$ cat src/rtl/vga_pkg.sv
// Shared timing defaults, region encoding and colour expansion for the VGA scanout.
package vga_pkg;

   localparam int VGA_H_ACTIVE = 640;
   localparam int VGA_H_FP     = 16;
   localparam int VGA_H_SYNC   = 96;
   localparam int VGA_H_BP     = 48;
   localparam int VGA_V_ACTIVE = 480;
   localparam int VGA_V_FP     = 10;
   localparam int VGA_V_SYNC   = 2;
   localparam int VGA_V_BP     = 33;

   localparam int          VGA_CLK_DIV = 2;
   localparam logic [31:0] VGA_FB_BASE = 32'h100;
   localparam int          VGA_FB_W    = 32;
   localparam int          VGA_FB_H    = 24;
   localparam int          VGA_SCALE   = 20;

   typedef enum logic [1:0] {ACTIVE, FRONT, SYNC, BACK} h_region_t;

   typedef struct packed {
      logic [3:0] r;
      logic [3:0] g;
      logic [3:0] b;
   } rgb444_t;

   // RRRGGGBB -> 4 bits per channel by replicating the top bits into the gaps
   function automatic rgb444_t rgb332_to_444(input logic [7:0] p);
      rgb444_t c;
      c.r = {p[7:5], p[7]};
      c.g = {p[4:2], p[4]};
      c.b = {p[1:0], p[1:0]};
      return c;
   endfunction

endpackage

$ cat src/rtl/vga_timing.sv
// One display axis: wrapping position counter with active/front/sync/back region decode.
module vga_timing
   import vga_pkg::*;
#(
   parameter int N_ACTIVE = 640,
   parameter int N_FP     = 16,
   parameter int N_SYNC   = 96,
   parameter int N_BP     = 48,
   parameter int W        = 10
) (
   input  logic         clk,
   input  logic         reset_n,
   input  logic         en,
   input  logic         cin,
   output logic [W-1:0] count,
   output h_region_t    region,
   output logic         sync_n,
   output logic         wrap
);

   localparam int N_TOTAL = N_ACTIVE + N_FP + N_SYNC + N_BP;

   assign wrap = en && cin && (count == W'(N_TOTAL - 1));

   always_ff @(posedge clk or negedge reset_n) begin
      if (!reset_n) begin
         count <= '0;
      end else if (en && cin) begin
         if (wrap) count <= '0;
         else      count <= count + 1'b1;
      end
   end

   always_comb begin
      if (count < W'(N_ACTIVE))
         region = ACTIVE;
      else if (count < W'(N_ACTIVE + N_FP))
         region = FRONT;
      else if (count < W'(N_ACTIVE + N_FP + N_SYNC))
         region = SYNC;
      else
         region = BACK;
   end

   assign sync_n = (region != SYNC);

endmodule

$ cat src/rtl/vga_scanout.sv
// Framebuffer-to-VGA reader: pixel-rate timing, upscaled address generation and a
// one-pixel-period registered output stage producing RGB444 with aligned syncs.
module vga_scanout
   import vga_pkg::*;
#(
   parameter int          CLK_DIV  = VGA_CLK_DIV,
   parameter int          H_ACTIVE = VGA_H_ACTIVE,
   parameter int          H_FP     = VGA_H_FP,
   parameter int          H_SYNC   = VGA_H_SYNC,
   parameter int          H_BP     = VGA_H_BP,
   parameter int          V_ACTIVE = VGA_V_ACTIVE,
   parameter int          V_FP     = VGA_V_FP,
   parameter int          V_SYNC   = VGA_V_SYNC,
   parameter int          V_BP     = VGA_V_BP,
   parameter logic [31:0] FB_BASE  = VGA_FB_BASE,
   parameter int          FB_W     = VGA_FB_W,
   parameter int          FB_H     = VGA_FB_H,
   parameter int          SCALE    = VGA_SCALE
) (
   input  logic        clk,
   input  logic        reset_n,
   output logic [31:0] va,
   input  logic [31:0] vd,
   output logic        hsync,
   output logic        vsync,
   output logic [3:0]  vga_r,
   output logic [3:0]  vga_g,
   output logic [3:0]  vga_b,
   output logic        de,
   output logic        frame_start
);

   localparam int H_TOTAL = H_ACTIVE + H_FP + H_SYNC + H_BP;
   localparam int V_TOTAL = V_ACTIVE + V_FP + V_SYNC + V_BP;
   localparam int HW      = $clog2(H_TOTAL);
   localparam int VW      = $clog2(V_TOTAL);
   localparam int DW      = $clog2(CLK_DIV);
   localparam int SW      = $clog2(SCALE + 1);
   localparam int FXW     = $clog2(FB_W + 1);
   localparam int FYW     = $clog2(FB_H + 1);

   logic [DW-1:0] div;
   logic          pix_en;

   logic [HW-1:0] hcnt;
   logic [VW-1:0] vcnt;
   h_region_t     h_region, v_region;
   logic          h_sync_n, v_sync_n;
   logic          h_wrap, v_wrap;

   logic [SW-1:0]  sx, sx_n, sy, sy_n;
   logic [FXW-1:0] fx, fx_n;
   logic [FYW-1:0] fy, fy_n;
   logic [31:0]    row_base, row_n, va_n;
   logic           h_act_nxt, v_act_nxt;

   logic [7:0] pix_byte;
   rgb444_t    rgb;
   logic       act;

   assign pix_en = (div == DW'(CLK_DIV - 1));

   always_ff @(posedge clk or negedge reset_n) begin
      if (!reset_n)    div <= '0;
      else if (pix_en) div <= '0;
      else             div <= div + 1'b1;
   end

   vga_timing #(
      .N_ACTIVE (H_ACTIVE),
      .N_FP     (H_FP),
      .N_SYNC   (H_SYNC),
      .N_BP     (H_BP),
      .W        (HW)
   ) u_htiming (
      .clk     (clk),
      .reset_n (reset_n),
      .en      (pix_en),
      .cin     (1'b1),
      .count   (hcnt),
      .region  (h_region),
      .sync_n  (h_sync_n),
      .wrap    (h_wrap)
   );

   vga_timing #(
      .N_ACTIVE (V_ACTIVE),
      .N_FP     (V_FP),
      .N_SYNC   (V_SYNC),
      .N_BP     (V_BP),
      .W        (VW)
   ) u_vtiming (
      .clk     (clk),
      .reset_n (reset_n),
      .en      (pix_en),
      .cin     (h_wrap),
      .count   (vcnt),
      .region  (v_region),
      .sync_n  (v_sync_n),
      .wrap    (v_wrap)
   );

   // Next-state of the scale counters is computed for the pixel the counters are
   // about to move to, so va lands on the same edge as the new hcnt/vcnt.
   always_comb begin
      h_act_nxt = h_wrap || (hcnt < HW'(H_ACTIVE - 1));
      if (h_wrap) v_act_nxt = v_wrap || (vcnt < VW'(V_ACTIVE - 1));
      else        v_act_nxt = (v_region == ACTIVE);

      sx_n = '0;
      fx_n = '0;
      if (h_act_nxt && v_act_nxt && !h_wrap) begin
         if (sx == SW'(SCALE - 1)) begin
            fx_n = fx + 1'b1;
         end else begin
            sx_n = sx + 1'b1;
            fx_n = fx;
         end
      end

      // Vertical position advances as the line enters blanking, so the blanking
      // interval already points at the start of the following line.
      sy_n  = sy;
      fy_n  = fy;
      row_n = row_base;
      if (hcnt == HW'(H_ACTIVE - 1)) begin
         if (vcnt < VW'(V_ACTIVE - 1)) begin
            if (sy == SW'(SCALE - 1)) begin
               sy_n  = '0;
               fy_n  = fy + 1'b1;
               row_n = row_base + 32'(FB_W);
            end else begin
               sy_n = sy + 1'b1;
            end
         end else begin
            sy_n  = '0;
            fy_n  = '0;
            row_n = '0;
         end
      end

      va_n = FB_BASE + row_n + 32'(fx_n);
   end

   always_ff @(posedge clk or negedge reset_n) begin
      if (!reset_n) begin
         sx       <= '0;
         fx       <= '0;
         sy       <= '0;
         fy       <= '0;
         row_base <= '0;
         va       <= FB_BASE;
      end else if (pix_en) begin
         sx       <= sx_n;
         fx       <= fx_n;
         sy       <= sy_n;
         fy       <= fy_n;
         row_base <= row_n;
         va       <= va_n;
      end
   end

   // Little-endian lane select, matching the CPU byte-write lanes
   always_comb begin
      case (va[1:0])
         2'd0:    pix_byte = vd[7:0];
         2'd1:    pix_byte = vd[15:8];
         2'd2:    pix_byte = vd[23:16];
         default: pix_byte = vd[31:24];
      endcase
   end

   assign act = (h_region == ACTIVE) && (v_region == ACTIVE);

   always_ff @(posedge clk or negedge reset_n) begin
      if (!reset_n) begin
         hsync       <= 1'b1;
         vsync       <= 1'b1;
         de          <= 1'b0;
         rgb         <= '0;
         frame_start <= 1'b0;
      end else begin
         frame_start <= pix_en && (hcnt == '0) && (vcnt == '0);
         if (pix_en) begin
            hsync <= h_sync_n;
            vsync <= v_sync_n;
            de    <= act;
            rgb   <= act ? rgb332_to_444(pix_byte) : '0;
         end
      end
   end

   assign vga_r = rgb.r;
   assign vga_g = rgb.g;
   assign vga_b = rgb.b;

endmodule

$ cat config.mk
export PLATFORM = sky130hd
export DESIGN_NAME = vga_scanout
export DESIGN_NICKNAME = d
export VERILOG_FILES = /design/src/rtl/vga_pkg.sv /design/src/rtl/vga_timing.sv /design/src/rtl/vga_scanout.sv
export SDC_FILE = /design/constraint.sdc
export NUM_CORES = 1
export LEC_CHECK = 0
export CORE_MARGIN = 10
export CORE_UTILIZATION = 43
export DETAILED_ROUTE_END_ITERATION = 10
export GPL_TIMING_DRIVEN = 0
export MAX_ROUTING_LAYER = met4
export PLACE_DENSITY = 0.75
export SYNTH_ARGS = -nofsm -noshare
export SYNTH_HDL_FRONTEND = slang
export SYNTH_HIERARCHICAL = 1
export SYNTH_SLANG_ARGS = --single-unit
$ cat constraint.sdc
create_clock -name clk -period 7.96 [get_ports clk]
set_input_delay 1.99 -clock clk [delete_from_list [all_inputs] [get_ports clk]]
set_output_delay 1.99 -clock clk [all_outputs]
set_load 0.02 [all_outputs]
Word-level counts from Yosys, hierarchy flattened
Cells that the tools add are included.
{ "classes": {"n_addsub": 9, "n_reduce_logical": 17, "magnitude_cmp": 8, "mux": 21, "n_eq_ne": 9} }
{ "op_table": {"columns": ["op", "count"], "rows": [
  ["two-way mux 32 bit", 3],
  ["less-than comparator 10 bit, second input constant", 4],
  ["less-than comparator 10 x 9 -> 1 bit, second input constant", 4],
  ["adder 32 x 6 -> 32 bit", 1],
  ["adder 32 x 6 -> 32 bit, second input constant", 1],
  ["adder 9 x 32 -> 32 bit, first input constant", 1],
  ["equality test 10 bit, second input constant", 3],
  ["one-hot mux 8 bit (3 select lines)", 1],
  ["adder 10 x 1 -> 10 bit, second input constant", 2],
  ["logical NOT 10 bit", 2],
  ["two-way mux 10 bit", 2],
  ["two-way mux 5 bit", 4],
  ["two-way mux 12 bit", 1],
  ["two-way mux 6 bit", 2],
  ["adder 5 x 1 -> 5 bit, second input constant", 2],
  ["equality test 5 bit, second input constant", 2],
  ["logical AND 1 bit", 8],
  ["two-way mux 2 bit", 4],
  ["adder 6 x 1 -> 6 bit, second input constant", 1],
  ["logical NOT 2 bit", 3],
  ["two-way mux 1 bit", 4],
  ["!= test 2 bit, second input constant", 2],
  ["equality test 2 x 1 -> 1 bit, second input constant", 1],
  ["equality test 2 bit, second input constant", 1],
  ["other kinds (4)", 5]
]} }
{ "totals": {"word_cells": 79, "input_bits": 34, "ff_bits": 117} }

Logic depth before layout (Yosys ltp)
Gate-level depths: netlist of the first run.
{ "depth": {"word_depth": 10, "ltp_mapped": 19, "mapped_depth_nobuf": 18} }

Modules after synthesis
The synthesis of the first run kept the hierarchy.
{ "modules_own_cells": {"columns": ["mod", "instances", "cells_per_inst", "seq_area_each_um2", "area_each_um2"], "rows": [
  ["vga_scanout", 1, 622, 2331.0, 6072.1],
  ["vga_timing at u_htiming", 1, 67, 250.2, 618.1],
  ["vga_timing at u_vtiming", 1, 60, 250.2, 578.1]
]} }

Worst setup path before layout of the first run
No wires, ideal clock.
{ "synth_timing": {"kind": "reg-to-reg", "startpoint": "register u_htiming.count[8]", "endpoint": "register va[31]", "slack_ps": 4031, "required_time_ps": 7823, "n_path_buf": 3, "stages_incl_launch_ff": 17, "setup_time_ps": 137, "arrival_time_ps": 3792, "path_cell_list": "dfrtp_1 nand4bb_1 buf_6 nor3_1 and3_1 clkbuf_8 clkbuf_1 nor2_1 ha_1 o21a_1 a21oi_1 o311a_1 nor4_2 nand4_2 nor3_1 xnor2_1 a21oi_1"} }
{ "synth_between": {"word_cells_on_any_way": 16, "cone_classes": "add/sub (2); order compare (1); eq/ne (2); mux (3); reduce/logical (8)"} }
{ "synth_lines": {"columns": ["element", "line", "source"], "rows": [
  ["from (decl)", "vga_timing.sv:15", "output logic [W-1:0] count,"],
  ["from (signal assigned)", "vga_timing.sv:30", "else count <= count + 1'b1;"],
  ["equality test 10 bit", "vga_scanout.sv:126", "if (hcnt == HW'(H_ACTIVE - 1)) begin"],
  ["two-way mux 32 bit", "vga_scanout.sv:126", null],
  ["net row_n[5]", "vga_scanout.sv:54", "logic [31:0] row_base, row_n, va_n;"],
  ["adder 9 x 32 -> 32 bit", "vga_scanout.sv:142", "va_n = FB_BASE + row_n + 32'(fx_n);"],
  ["adder 32 x 6 -> 32 bit", "vga_scanout.sv:142", null],
  ["to (signal assigned)", "vga_scanout.sv:159", "va <= va_n;"],
  ["to (decl)", "vga_scanout.sv:22", "output logic [31:0] va,"]
]} }
The timed path passes the listed nets, and every way through them passes these cells.
A chain may end at the register's enable or synchronous reset.

Final worst setup path of the first run
Same ends and word-level chain as after synthesis.

==> results of run 1 <==
kinds of logic after synthesis:
group / after synthesis
xor gates and xnor gates: 60
other: 1
and+or+nand+nor: 304
buffers and inverters: 67
adders and majority gates: 14
DFF: 113
muxes: 41
AOI/OAI and AO/OA: 149
power by group through the flow:
stage	Sequential (µW)	Clock, µW	Combinational, µW
2_1_floorplan	614	0	41.7
3_3_place_gp	619	0	74.5
3_5_place_dp	620	0	78.5
4_1_cts	610	792	79.2
5_1_grt	613	817	87.4
6_report	610	784	78.7
cell type report:
class / instances / area, µm² / area share, %
plain buffers: 39 / 265 / 2.94
flip-flops and latches: 113 / 2830 / 31.4
clock buffers: 23 / 508 / 5.64
clock inverters: 9 / 103 / 1.14
repair buffers: 82 / 840 / 9.32
multi-input cells: 573 / 4080 / 45.3
well taps: 220 / 275 / 3.06
inverters: 28 / 105 / 1.17
how the worst min path moves through the flow:
stage	from	endpoint	slack, ns	cells past startpoint
finish	row_base[2]$_DFFE_PN0P_	row_base[2]$_DFFE_PN0P_	0.49	1
global route	vga_r[2]$_DFFE_PN0P_	vga_r[2]$_DFFE_PN0P_	0.51	1
detailed placement	row_base[3]$_DFFE_PN0P_	row_base[3]$_DFFE_PN0P_	0.47	1
floorplan	row_base[0]$_DFFE_PN0P_	row_base[0]$_DFFE_PN0P_	0.44	1
CTS	row_base[3]$_DFFE_PN0P_	row_base[3]$_DFFE_PN0P_	0.48	1
global placement	row_base[1]$_DFFE_PN0P_	row_base[1]$_DFFE_PN0P_	0.46	1
routing by layer:
| layer | part of all wire [%] | wire length (µm) |
|---|---|---|
| met4 | 1.8 | 370 |
| met1 | 47 | 9540 |
| met5 | 0 | 0 |
| met2 | 46 | 9230 |
| met3 | 5.2 | 1060 |
sequential cells by signal, summed over array words and instances, names as in the netlist:
| signal | flops |
|---|---|
| row_base | 32 |
| vga_r | 3 |
| sy | 5 |
| fx | 6 |
| div | 1 |
| frame_start | 1 |
| u_vtiming/count | 10 |
| vsync | 1 |
| sx | 5 |
| de | 1 |
| hsync | 1 |
| vga_g | 3 |
| va | 32 |
| vga_b | 2 |
| u_htiming/count | 10 |
cells in the final DEF, fill, tap and decap left out, types with 5 or more instances in the layout:
| cell type | netlist | routed |
|---|---|---|
| a22o_1 | 6 | 6 |
| nand2b_1 | 7 | 7 |
| o31ai_1 | 9 | 9 |
| nand4_1 | 19 | 19 |
| o21ai_0 | 40 | 40 |
| clkbuf_16 | 0 | 17 |
| nor3_1 | 29 | 29 |
| mux2_2 | 29 | 29 |
| ha_1 | 13 | 13 |
| xnor2_1 | 39 | 39 |
| nand3_1 | 35 | 35 |
| or3_1 | 10 | 10 |
| a21oi_1 | 38 | 38 |
| nor4_1 | 12 | 12 |
| buf_6 | 4 | 5 |
| mux4_2 | 8 | 8 |
| o2bb2ai_1 | 11 | 11 |
| clkbuf_1 | 18 | 18 |
| dfrtp_1 | 110 | 110 |
| nor2_1 | 56 | 56 |
| inv_1 | 26 | 26 |
| clkbuf_8 | 4 | 10 |
| nor4_4 | 5 | 5 |
| nand2_1 | 60 | 60 |
| a21o_1 | 5 | 5 |
| conb_1 | 1 | 5 |
| and4_1 | 6 | 6 |
| buf_4 | 5 | 5 |
| o21a_1 | 7 | 7 |
| clkdlybuf4s50_1 | 0 | 80 |
| and2_1 | 16 | 16 |
| clkinv_2 | 0 | 5 |
| xor2_1 | 20 | 20 |
| and3_1 | 6 | 6 |
critical path, delay by kind of cell (launching register included):
| family | cells | cell delay (ns) |
|---|---|---|
| AND/OR/NAND/NOR | 7 | 2.55 |
| XOR/XNOR | 1 | 0.18 |
| flip-flops | 1 | 0.48 |
| AO/OA/AOI/OAI | 4 | 0.73 |
| buffers and inverters | 3 | 0.98 |
| adder cells (fa/ha/maj) | 1 | 0.37 |
metrics by stage:
step	setup slack [ns]	cells	hold slack (ns)	total power [µW]
2_1_floorplan	4.03	753	0.444	656
3_3_place_gp	0.336	1054	0.462	694
3_5_place_dp	2.69	1055	0.468	698
4_1_cts	2.61	1087	0.483	1480
5_1_grt	2.24	1087	0.507	1520
6_report	2.47	1087	0.486	1470
==> results.sh, run 1 <==
export IMPL_outcome="finished, final reports clean"
export IMPL_cp_endpoint="va[31]$_DFFE_PN0P_"
export IMPL_grt_pass1_vias=5907
export IMPL_timing_fmax_mhz=182
export IMPL_synthMuxAreaShare_pct=7.52
export IMPL_synth_edf_count=0
export IMPL_path_cells="nand4bb_1, buf_6, nor3_1, and3_1, clkbuf_8, clkbuf_1, nor2_1, ha_1, o21a_1, a21oi_1, o311a_1, nor4_2, nand4_2, nor3_1, xnor2_1, a21oi_1"
export IMPL_grt_max_degree=80
export IMPL_power_frac_comb_pct=5.3
export IMPL_crit_start="u_htiming/count[8]$_DFFE_PN0P_"
export IMPL_finalSetupViolCount=0
export IMPL_io_buffers=81
export IMPL_grt_pass1_wl_mm=32.4
export IMPL_synth_simple_area_share_pct=24.8
export IMPL_final_util_pct=54.3
export IMPL_initial_core_util_pct=43.8
export IMPL_final_antenna_net_count=0
export IMPL_worstPathArrival_ns=5.76
export IMPL_async_reset_ff_share_pct=100
export IMPL_ys_ff_latch=113
export IMPL_dieHeight_um=150
export IMPL_switchingPower_uw=341
export IMPL_cp_slowest_cell="nor3_1"
export IMPL_yosysMostFrequentCell="dfrtp_1"
export IMPL_post_dp_hpwl_mm=14.5
export IMPL_hp_class="flip-flop to flip-flop"
export IMPL_areaGrowthSynthToFinish_pct=23.9
export IMPL_switching_share_pct=23.1
export IMPL_wl_mm=20.2
export IMPL_power_frac_clock_pct=53.2
export IMPL_ys_types=89
export IMPL_synth_ff_type="dfrtp_1"
export IMPL_synth_compound_area_share_pct=13.8
export IMPL_cts_made_buffers=17
export IMPL_synth_cell_area_um2=7270
export IMPL_synth_area_top_cells="dfrtp_1 38%, xnor2_1 4.7%, mux2_2 4.5%"
export IMPL_critPathMaxFanout=10
export IMPL_maxSlewHeadroom_pct=43.2
export IMPL_num_rows=47
export IMPL_vias_per_cell=5.70
export IMPL_path_clk_slew_ns=0.06
export IMPL_max_clock_path_buffers=2
export IMPL_hold_viol_final=0
export IMPL_use_met1_pct=25.2
export IMPL_antenna_found_initial=0
export IMPL_coreArea_um2=16600
export IMPL_worstReg2RegStart="u_htiming/count[8]$_DFFE_PN0P_"
export IMPL_synth_area_leader_cell="dfrtp_1"
export IMPL_routedWlPerCell_um=18.6
export IMPL_fin_area_um2=9010
export IMPL_layout_nets=902
export IMPL_worst_slew_pin_slew_ns=0.853
export IMPL_cts_sinks=113
export IMPL_insertedDiodeCount=0
export IMPL_worst_setup_path_start_kind="flip-flop"
export IMPL_period_minus_slack_ns=5.49
export IMPL_die_x_um=150
export IMPL_worst_ir_drop_vdd_v=0.000151
export IMPL_finalSetupTns_ns=0
export IMPL_drc=0
export IMPL_synth_xor_xnor_area_share_pct=7.33
export IMPL_p_leak_uw=0.00373
export IMPL_globalplace_congestion=0.952
export IMPL_finalCritPeriodShare_pct=68.9
export IMPL_intPower_uw=1130
export IMPL_grt_setup_unrepaired="no"
export IMPL_die_area_um2=22500
export IMPL_yosys_warnings=6
export IMPL_vias=6192
export IMPL_h_tree_depth=4
export IMPL_seq_area_frac_synth_pct=39.0
export IMPL_grt_usage_pct=18.8
export IMPL_worstSetupEndpointType="flip-flop"
export IMPL_synth_common_cells="110 x dfrtp_1, 60 x nand2_1, 56 x nor2_1"
export IMPL_maxCapViolations=0
export IMPL_worstSkewPairLatency_ns=0.43
export IMPL_netlist_instances=749
export IMPL_crit_type="flip-flop to flip-flop"
export IMPL_synth_adder_area_share_pct=2.51
export IMPL_critical_path_max_stage_delay_ns=0.60
export IMPL_postCtsHoldBufs=0
export IMPL_place_area_um2=8400
export IMPL_r2r_end="va[31]$_DFFE_PN0P_"
export IMPL_dr_pass1_iters=5
export IMPL_post_cts_setup_buffers=0
export IMPL_fill_cells=1503
export IMPL_r2r_cells=16
export IMPL_seq_power_share_pct=41.4
export IMPL_powerDensity_nw_per_um2=164
export IMPL_root_buffer="clkbuf_16"
export IMPL_cts_resized=0
export IMPL_globalRouteOverflowTotal=0
export IMPL_use_met3_pct=2.90
export IMPL_critPathRequiredTime_ns=8.24
export IMPL_avgSynthCellArea_um2=9.70
export IMPL_drtIter0Drc=580
export IMPL_r2r_slack_ns=2.47
export IMPL_use_met2_pct=28.5
export IMPL_drive_above_1_share_pct=15.9
export IMPL_num_io_pins=82
export IMPL_cts_tree="done"
export IMPL_clock_skew_ns=0.00838
export IMPL_maxSlewViolCount=0
export IMPL_grt_busiest_layer="met2"
export IMPL_synth_top_family_by_area="simple AND/OR/NAND/NOR gates"
export IMPL_synth_top_area_share_pct=37.9
(Power assumes the default switching activity.)
==> run 2, diff against run 1 <==
--- a/config.mk
+++ b/config.mk
@@ -10,7 +10,7 @@
 export DETAILED_ROUTE_END_ITERATION = 10
 export GPL_TIMING_DRIVEN = 0
 export MAX_ROUTING_LAYER = met4
-export PLACE_DENSITY = 0.75
+export PLACE_DENSITY = 0.77
 export SYNTH_ARGS = -nofsm -noshare
 export SYNTH_HDL_FRONTEND = slang
 export SYNTH_HIERARCHICAL = 1
==> constraint.sdc (replaced) <==
create_clock -name clk -period 4.8 [get_ports clk]
set_input_delay 1.2 -clock clk [delete_from_list [all_inputs] [get_ports clk]]
set_output_delay 1.2 -clock clk [all_outputs]
set_load 0.02 [all_outputs]
==> run 2 against run 1 <==
  * Sequential share of layout area is 0.23 points lower
  * Final cell count stayed put
  * Highest routed layer unchanged
  * Worst setup slack worse by 2.2 ns
  * Wire length is 1.2% lower
  * Via count is 1.9% higher
  * Sequential power is 66% higher
  * Critical path depth is 2 higher
  * Hold slack worse by 0.0018 ns
  * First-iteration DRC count is 0.34% higher
  * Power is 72% higher
  * Combinational power is 68% higher
==> results.sh, run 2 (same netlist as run 1, synthesis figures left out) <==
export IMPL_finalCritPeriodShare_pct=94.3
export IMPL_grt_setup_unrepaired="no"
export IMPL_holdWs_ns=0.484
export IMPL_num_rows=47
export IMPL_cts_sinks=113
export IMPL_mostFrequentLayoutCells="110 x dfrtp_1, 80 x clkdlybuf4s50_1, 60 x nand2_1"
export IMPL_final_antenna_net_count=0
export IMPL_fin_area_um2=9070
export IMPL_finalPower_uw=2540
export IMPL_critPathMaxFanout=10
export IMPL_cts_made_buffers=17
export IMPL_power_frac_clock_pct=54.9
export IMPL_final_util_pct=54.7
export IMPL_grt_usage_pct=18.5
export IMPL_wl_mm=20.0
export IMPL_drtIter0Drc=582
export IMPL_worst_slew_pin_slew_ns=0.887
export IMPL_worst_ir_drop_vdd_v=0.000234
export IMPL_fill_cells=1456
export IMPL_place_ws_ns=-0.384
export IMPL_switchingPower_uw=554
export IMPL_place_area_um2=8400
export IMPL_worst_slack_ns=0.276
export IMPL_critical_path_max_stage_delay_ns=0.47
export IMPL_hold_viol_final=0
export IMPL_maxCapViolations=0
export IMPL_hp_class="flip-flop to flip-flop"
export IMPL_p_leak_uw=0.00376
export IMPL_num_io_pins=82
export IMPL_layout_nets=902
export IMPL_dr_pass1_iters=5
export IMPL_grt_pass1_vias=6145
export IMPL_die_x_um=150
export IMPL_path_common_cell="o21a_1"
export IMPL_switching_share_pct=21.8
export IMPL_period_minus_slack_ns=4.52
export IMPL_drc=0
export IMPL_grt_max_degree=67
export IMPL_vias_per_cell=5.81
export IMPL_powerDensity_nw_per_um2=279
export IMPL_worstPathArrival_ns=4.79
export IMPL_max_clock_path_buffers=2
export IMPL_die_area_um2=22500
export IMPL_timing_fmax_mhz=221
export IMPL_final_common_cell="dfrtp_1"
export IMPL_routedWlPerCell_um=18.4
export IMPL_root_buffer="clkbuf_16"
export IMPL_cts_tree="done"
export IMPL_areaGrowthSynthToFinish_pct=24.9
export IMPL_maxSlewHeadroom_pct=40.9
export IMPL_grt_pass1_wl_mm=32.2
export IMPL_use_met3_pct=3.26
export IMPL_finalSetupViolCount=0
export IMPL_regArea_um2=2830
export IMPL_use_met2_pct=28.0
export IMPL_crit_type="flip-flop to flip-flop"
export IMPL_intPower_uw=1980
export IMPL_postCtsHoldBufs=0
export IMPL_h_tree_depth=4
export IMPL_post_dp_hpwl_mm=14.6
export IMPL_drive_above_1_share_pct=16.0
export IMPL_seq_power_share_pct=39.9
export IMPL_maxSlewViolCount=0
export IMPL_power_frac_comb_pct=5.2
export IMPL_cp_slowest_cell="dfrtp_1"
export IMPL_outcome="finished, final reports clean"
export IMPL_multi_input_area_um2=4110
export IMPL_clock_skew_ns=0.0164
export IMPL_dieHeight_um=150
export IMPL_io_buffers=81
export IMPL_globalRouteOverflowTotal=0
export IMPL_path_clk_slew_ns=0.05
export IMPL_reg_top3="row_base x32, va x32"
export IMPL_path_cells="nand4bb_1, buf_6, nor3_4, nand3_1, clkdlybuf4s15_2, and2_1, ha_1, inv_1, fa_1, nor2b_1, o21ai_0, a21boi_0, o21a_1, o21a_1, o2111ai_4, nor3b_1, xnor2_1, a21oi_1"
export IMPL_insertedDiodeCount=0
export IMPL_worstSetupEndpointType="flip-flop"
export IMPL_grt_busiest_layer="met2"
export IMPL_worst_setup_path_start_kind="flip-flop"
export IMPL_initial_core_util_pct=43.8
export IMPL_globalplace_congestion=0.963
export IMPL_coreArea_um2=16600
export IMPL_critPathRequiredTime_ns=5.07
export IMPL_use_met1_pct=24.4
export IMPL_antenna_found_initial=0
export IMPL_worstSkewPairLatency_ns=0.42
export IMPL_vias=6312
-- run 2: cell types whose count changed in the layout (fill, tap and decap cells not counted), moves of 2 or more --
cell | previous run | this run
clkbuf_8 | 10 | 6
bufinv_16 | 2 | 5
clkinv_2 | 5 | 3
nor3_1 | 29 | 27
-- run 2: worst max-delay path: cells and delay by family (launching register included) --
kind                       cells  cell delay (ns)
buffers and inverters          3             0.65
AOI/OAI and AO/OA              6             1.36
DFF                            1             0.47
adders and majority gates      2             0.40
xor gates and xnor gates       1             0.30
and+or+nand+nor                6             1.18
-- run 2: repair_timing --
item                                    4_1_cts  5_1_grt
resized for setup                             1        6
pin swaps                                     1        0
endpoints found under the setup margin       11       11
setup buffers                                 1        0
-- run 2: cell type report --
cell class,instances,area share (%)
repair buffers,83,9.33
multi-input cells,573,45.3
flip-flops and latches,113,31.2
well taps,220,3.03
clock buffers,22,5.12
inverters,28,1.16
plain buffers,38,2.90
clock inverters,10,2.01
-- run 2: path summary, 6_finish.rpt --
path / startpoint / endpoint / slack [ns] / cells after the start
setup reg to reg: u_htiming/count[8]$_DFFE_PN0P_ / va[20]$_DFFE_PN0P_ / 0.28 / 18
hold / removal: vga_r[1]$_DFFE_PN0P_ / vga_r[1]$_DFFE_PN0P_ / 0.48 / 1
hold reg to reg: vga_r[1]$_DFFE_PN0P_ / vga_r[1]$_DFFE_PN0P_ / 0.48 / 1
setup / recovery: u_htiming/count[8]$_DFFE_PN0P_ / va[20]$_DFFE_PN0P_ / 0.28 / 18
max in group asynchronous: reset_n / va[8]$_DFFE_PN1P_ / 3.38 / 2
min in group asynchronous: reset_n / de$_DFFE_PN0P_ / 0.72 / 1
-- run 2: per-layer routing --
layer | part of all wire (%) | wire length, µm
met1 | 46 | 9190
met2 | 47 | 9400
met3 | 5.2 | 1030
met4 | 1.7 | 338
met5 | 0 | 0
-- run 2: power by group through the flow --
stage	clock (µW)	sequential (µW)	combinational [µW]
after floorplan	0	1020	69.1
after global placement	0	1030	122
after detailed placement	0	1030	131
after CTS	1410	1010	132
after global routing	1450	1010	148
final	1390	1010	132
-- run 2: metrics by stage --
step,setup TNS [ns],std cells
final,0,1087
after global routing,0,1087
after CTS,0,1087
after detailed placement,-2.03,1055
after global placement,-219.73,1054
after floorplan,0,753
==> run 3, diff against run 2 <==
--- a/config.mk
+++ b/config.mk
@@ -13,5 +13,4 @@
 export PLACE_DENSITY = 0.77
 export SYNTH_ARGS = -nofsm -noshare
 export SYNTH_HDL_FRONTEND = slang
-export SYNTH_HIERARCHICAL = 1
 export SYNTH_SLANG_ARGS = --single-unit
==> run 3 against run 2 <==
  * Maximum frequency decreased by 1.8%
  * Largest power group unchanged
  * Non-clock buffer count rose by 10
  * Highest routed layer unchanged
  * Count of clock-buffer cells in the layout decreased by 1
  * Critical path type unchanged
  * First-iteration DRC count grew 22%
  * Critical path depth fell by 4
  * Worst setup slack worse by 0.081 ns
  * Sequential power down 5%
  * Critical endpoint is now va[26]$_DFFE_PN0P_
  * Hold slack lost 0.0088 ns
==> results.sh, run 3 <==
export IMPL_final_common_cell="dfrtp_1"
export IMPL_cts_tree="done"
export IMPL_die_x_um=150
export IMPL_critPathMaxFanout=19
export IMPL_drive_above_1_share_pct=12.5
export IMPL_worstPathArrival_ns=4.92
export IMPL_finalSetupViolCount=0
export IMPL_ys_types=80
export IMPL_worstSetupEndpointType="flip-flop"
export IMPL_maxCapViolations=0
export IMPL_worstReg2RegStart="u_htiming.count[5]$_DFFE_PN0P_"
export IMPL_worst_setup_path_start_kind="flip-flop"
export IMPL_finalPower_uw=2310
export IMPL_layout_nets=930
export IMPL_wl_mm=20.8
export IMPL_h_tree_depth=4
export IMPL_synth_area_top_cells="dfrtp_1 38%, mux2_2 4.8%, nor2_1 3.6%"
export IMPL_synth_ff_type="dfrtp_1"
export IMPL_timing_fmax_mhz=217
export IMPL_reg_top3="row_base x32, va x32"
export IMPL_areaGrowthSynthToFinish_pct=24.2
export IMPL_num_rows=47
export IMPL_powerDensity_nw_per_um2=257
export IMPL_avgSynthCellArea_um2=9.26
export IMPL_r2r_end="va[26]$_DFFE_PN0P_"
export IMPL_clock_skew_ns=0.00956
export IMPL_dr_pass1_iters=6
export IMPL_async_reset_ff_share_pct=100
export IMPL_worstSkewPairLatency_ns=0.42
export IMPL_cts_sinks=113
export IMPL_coreArea_um2=16500
export IMPL_root_buffer="clkbuf_16"
export IMPL_worst_slew_pin_slew_ns=0.939
export IMPL_vias_per_cell=6.02
export IMPL_netlist_instances=780
export IMPL_finalCritPeriodShare_pct=96.0
export IMPL_drtIter0Drc=708
export IMPL_routedWlPerCell_um=18.6
export IMPL_instances_no_fill=1115
export IMPL_path_clk_slew_ns=0.06
export IMPL_num_io_pins=82
export IMPL_outcome="finished, final reports clean"
export IMPL_p_leak_uw=0.00369
export IMPL_post_dp_hpwl_mm=15.2
export IMPL_r2r_cells=14
export IMPL_synth_common_cells="110 x dfrtp_1, 69 x nor2_1, 60 x nand2_1"
export IMPL_grt_max_degree=72
export IMPL_yosys_warnings=0
export IMPL_die_area_um2=22400
export IMPL_synth_area_leader_cell="dfrtp_1"
export IMPL_maxSlewViolCount=0
export IMPL_final_antenna_net_count=0
export IMPL_grt_usage_pct=19.2
export IMPL_critPathRequiredTime_ns=5.12
export IMPL_max_clock_path_buffers=2
export IMPL_hold_depth=2
export IMPL_min_to="hsync$_DFFE_PN1P_"
export IMPL_yosysMostFrequentCell="dfrtp_1"
export IMPL_vias=6715
export IMPL_finalSetupTns_ns=0
export IMPL_seq_area_frac_synth_pct=39.2
export IMPL_hold_start="hsync$_DFFE_PN1P_"
export IMPL_ys_ff_latch=113
export IMPL_dieHeight_um=150
export IMPL_crit_type="flip-flop to flip-flop"
export IMPL_worst_ir_drop_vdd_v=0.000247
export IMPL_hold_viol_final=0
export IMPL_synth_top_area_share_pct=38.1
export IMPL_synth_edf_count=0
export IMPL_io_buffers=81
export IMPL_initial_core_util_pct=43.7
export IMPL_hp_class="flip-flop to flip-flop"
export IMPL_mostFrequentLayoutCells="110 x dfrtp_1, 80 x clkdlybuf4s50_1, 68 x nor2_1"
export IMPL_antenna_found_initial=0
export IMPL_dp_cells=1082
export IMPL_insertedDiodeCount=0
export IMPL_r2r_slack_ns=0.19
export IMPL_period_minus_slack_ns=4.61
export IMPL_maxSlewHeadroom_pct=36.8
export IMPL_drc=0
export IMPL_cts_made_buffers=17
export IMPL_globalplace_congestion=0.962
export IMPL_globalRouteOverflowTotal=0
export IMPL_syn_nets=828
export IMPL_synth_cell_area_um2=7220
export IMPL_grt_setup_unrepaired="no"
export IMPL_grt_pass1_vias=6642
export IMPL_grt_pass1_wl_mm=33.7
[run 3: where the power goes]
part / switching (µW) / leakage [µW] / total [µW] / internal (µW)
logic: 34.1 / 0.00189 / 76.8 / 42.7
clock network: 449 / 0.000287 / 1270 / 824
registers: 2.80 / 0.00152 / 960 / 957
total: 486 / 0.00369 / 2310 / 1820
[run 3: what timing repair did]
| action | CTS | global route |
|---|---|---|
| hold buffers | 0 | 0 |
| setup endpoints to repair | 23 | 15 |
| setup buffers | 2 | 0 |
| gates resized for setup | 5 | 9 |
| pin swaps | 1 | 1 |
[run 3: cell families (layout without fill, tap and decap cells)]
group / after synthesis / count (layout) / synth area share, %
buf+inv: 77 / 192 / 4.33
fa+ha+maj: 15 / 15 / 2.56
mux: 51 / 51 / 9.01
flops: 113 / 113 / 39.2
compound gates: 174 / 174 / 16.9
simple gates: 307 / 307 / 22.7
xor+xnor: 43 / 43 / 5.21
[run 3: worst max path at each step]
stage / from / end / slack (ns) / depth (start not counted)
3_5_place_dp: u_htiming.count[4]$_DFFE_PN0P_ / va[18]$_DFFE_PN0P_ / -0.75 / 15
3_3_place_gp: reset_n / fx[0]$_DFFE_PN0P_ / -1.91 / 1
2_1_floorplan: u_htiming.count[0]$_DFFE_PN0P_ / va[18]$_DFFE_PN0P_ / 0.64 / 15
5_1_grt: u_htiming.count[5]$_DFFE_PN0P_ / va[26]$_DFFE_PN0P_ / 0.01 / 14
4_1_cts: u_htiming.count[4]$_DFFE_PN0P_ / va[26]$_DFFE_PN0P_ / 0.04 / 14
6_report: u_htiming.count[5]$_DFFE_PN0P_ / va[26]$_DFFE_PN0P_ / 0.19 / 14
[run 3: final cells by class]
cell class / count / area [µm²]
Tap cell: 220 / 275
Inverter: 29 / 109
Sequential cell: 113 / 2830
Multi-Input combinational cell: 590 / 4100
Clock inverter: 11 / 139
Timing Repair Buffer: 84 / 855
Buffer: 47 / 208
Clock buffer: 21 / 450
Fill cell: 1501 / 7550
[run 3: critical path: stages, from the launching register on]
cell and delay (ns):
dfrtp_1 0.33, clkbuf_1 0.36, nand2_1 0.30, or3_1 0.41, clkbuf_1 0.20, nor2_4 0.29
clkbuf_4 0.36, nor2_1 0.12, ha_1 0.25, or2_2 0.33, or2_2 0.30, o211a_1 0.30
o2111ai_1 0.48, mux2_1 0.37, o311ai_1 0.09
[run 3: metal layers]
layer | global-route usage (%) | part of all wire [%]
met5 | - | 0
met4 | 6.67 | 2.2
met3 | 4.32 | 6.6
met2 | 30.2 | 47
met1 | 23.9 | 44
[run 3: through the flow]
stage	area, µm²	setup slack (ns)	hold slack (ns)	util (%)
floorplan	7220	0.639	0.444	-
global placement	8310	-1.91	0.462	50.3
detailed placement	8340	-0.745	0.461	50.5
CTS	8950	0.0421	0.481	54.2
global route	8970	0.0137	0.485	54.3
finish	8970	0.194	0.475	54.3
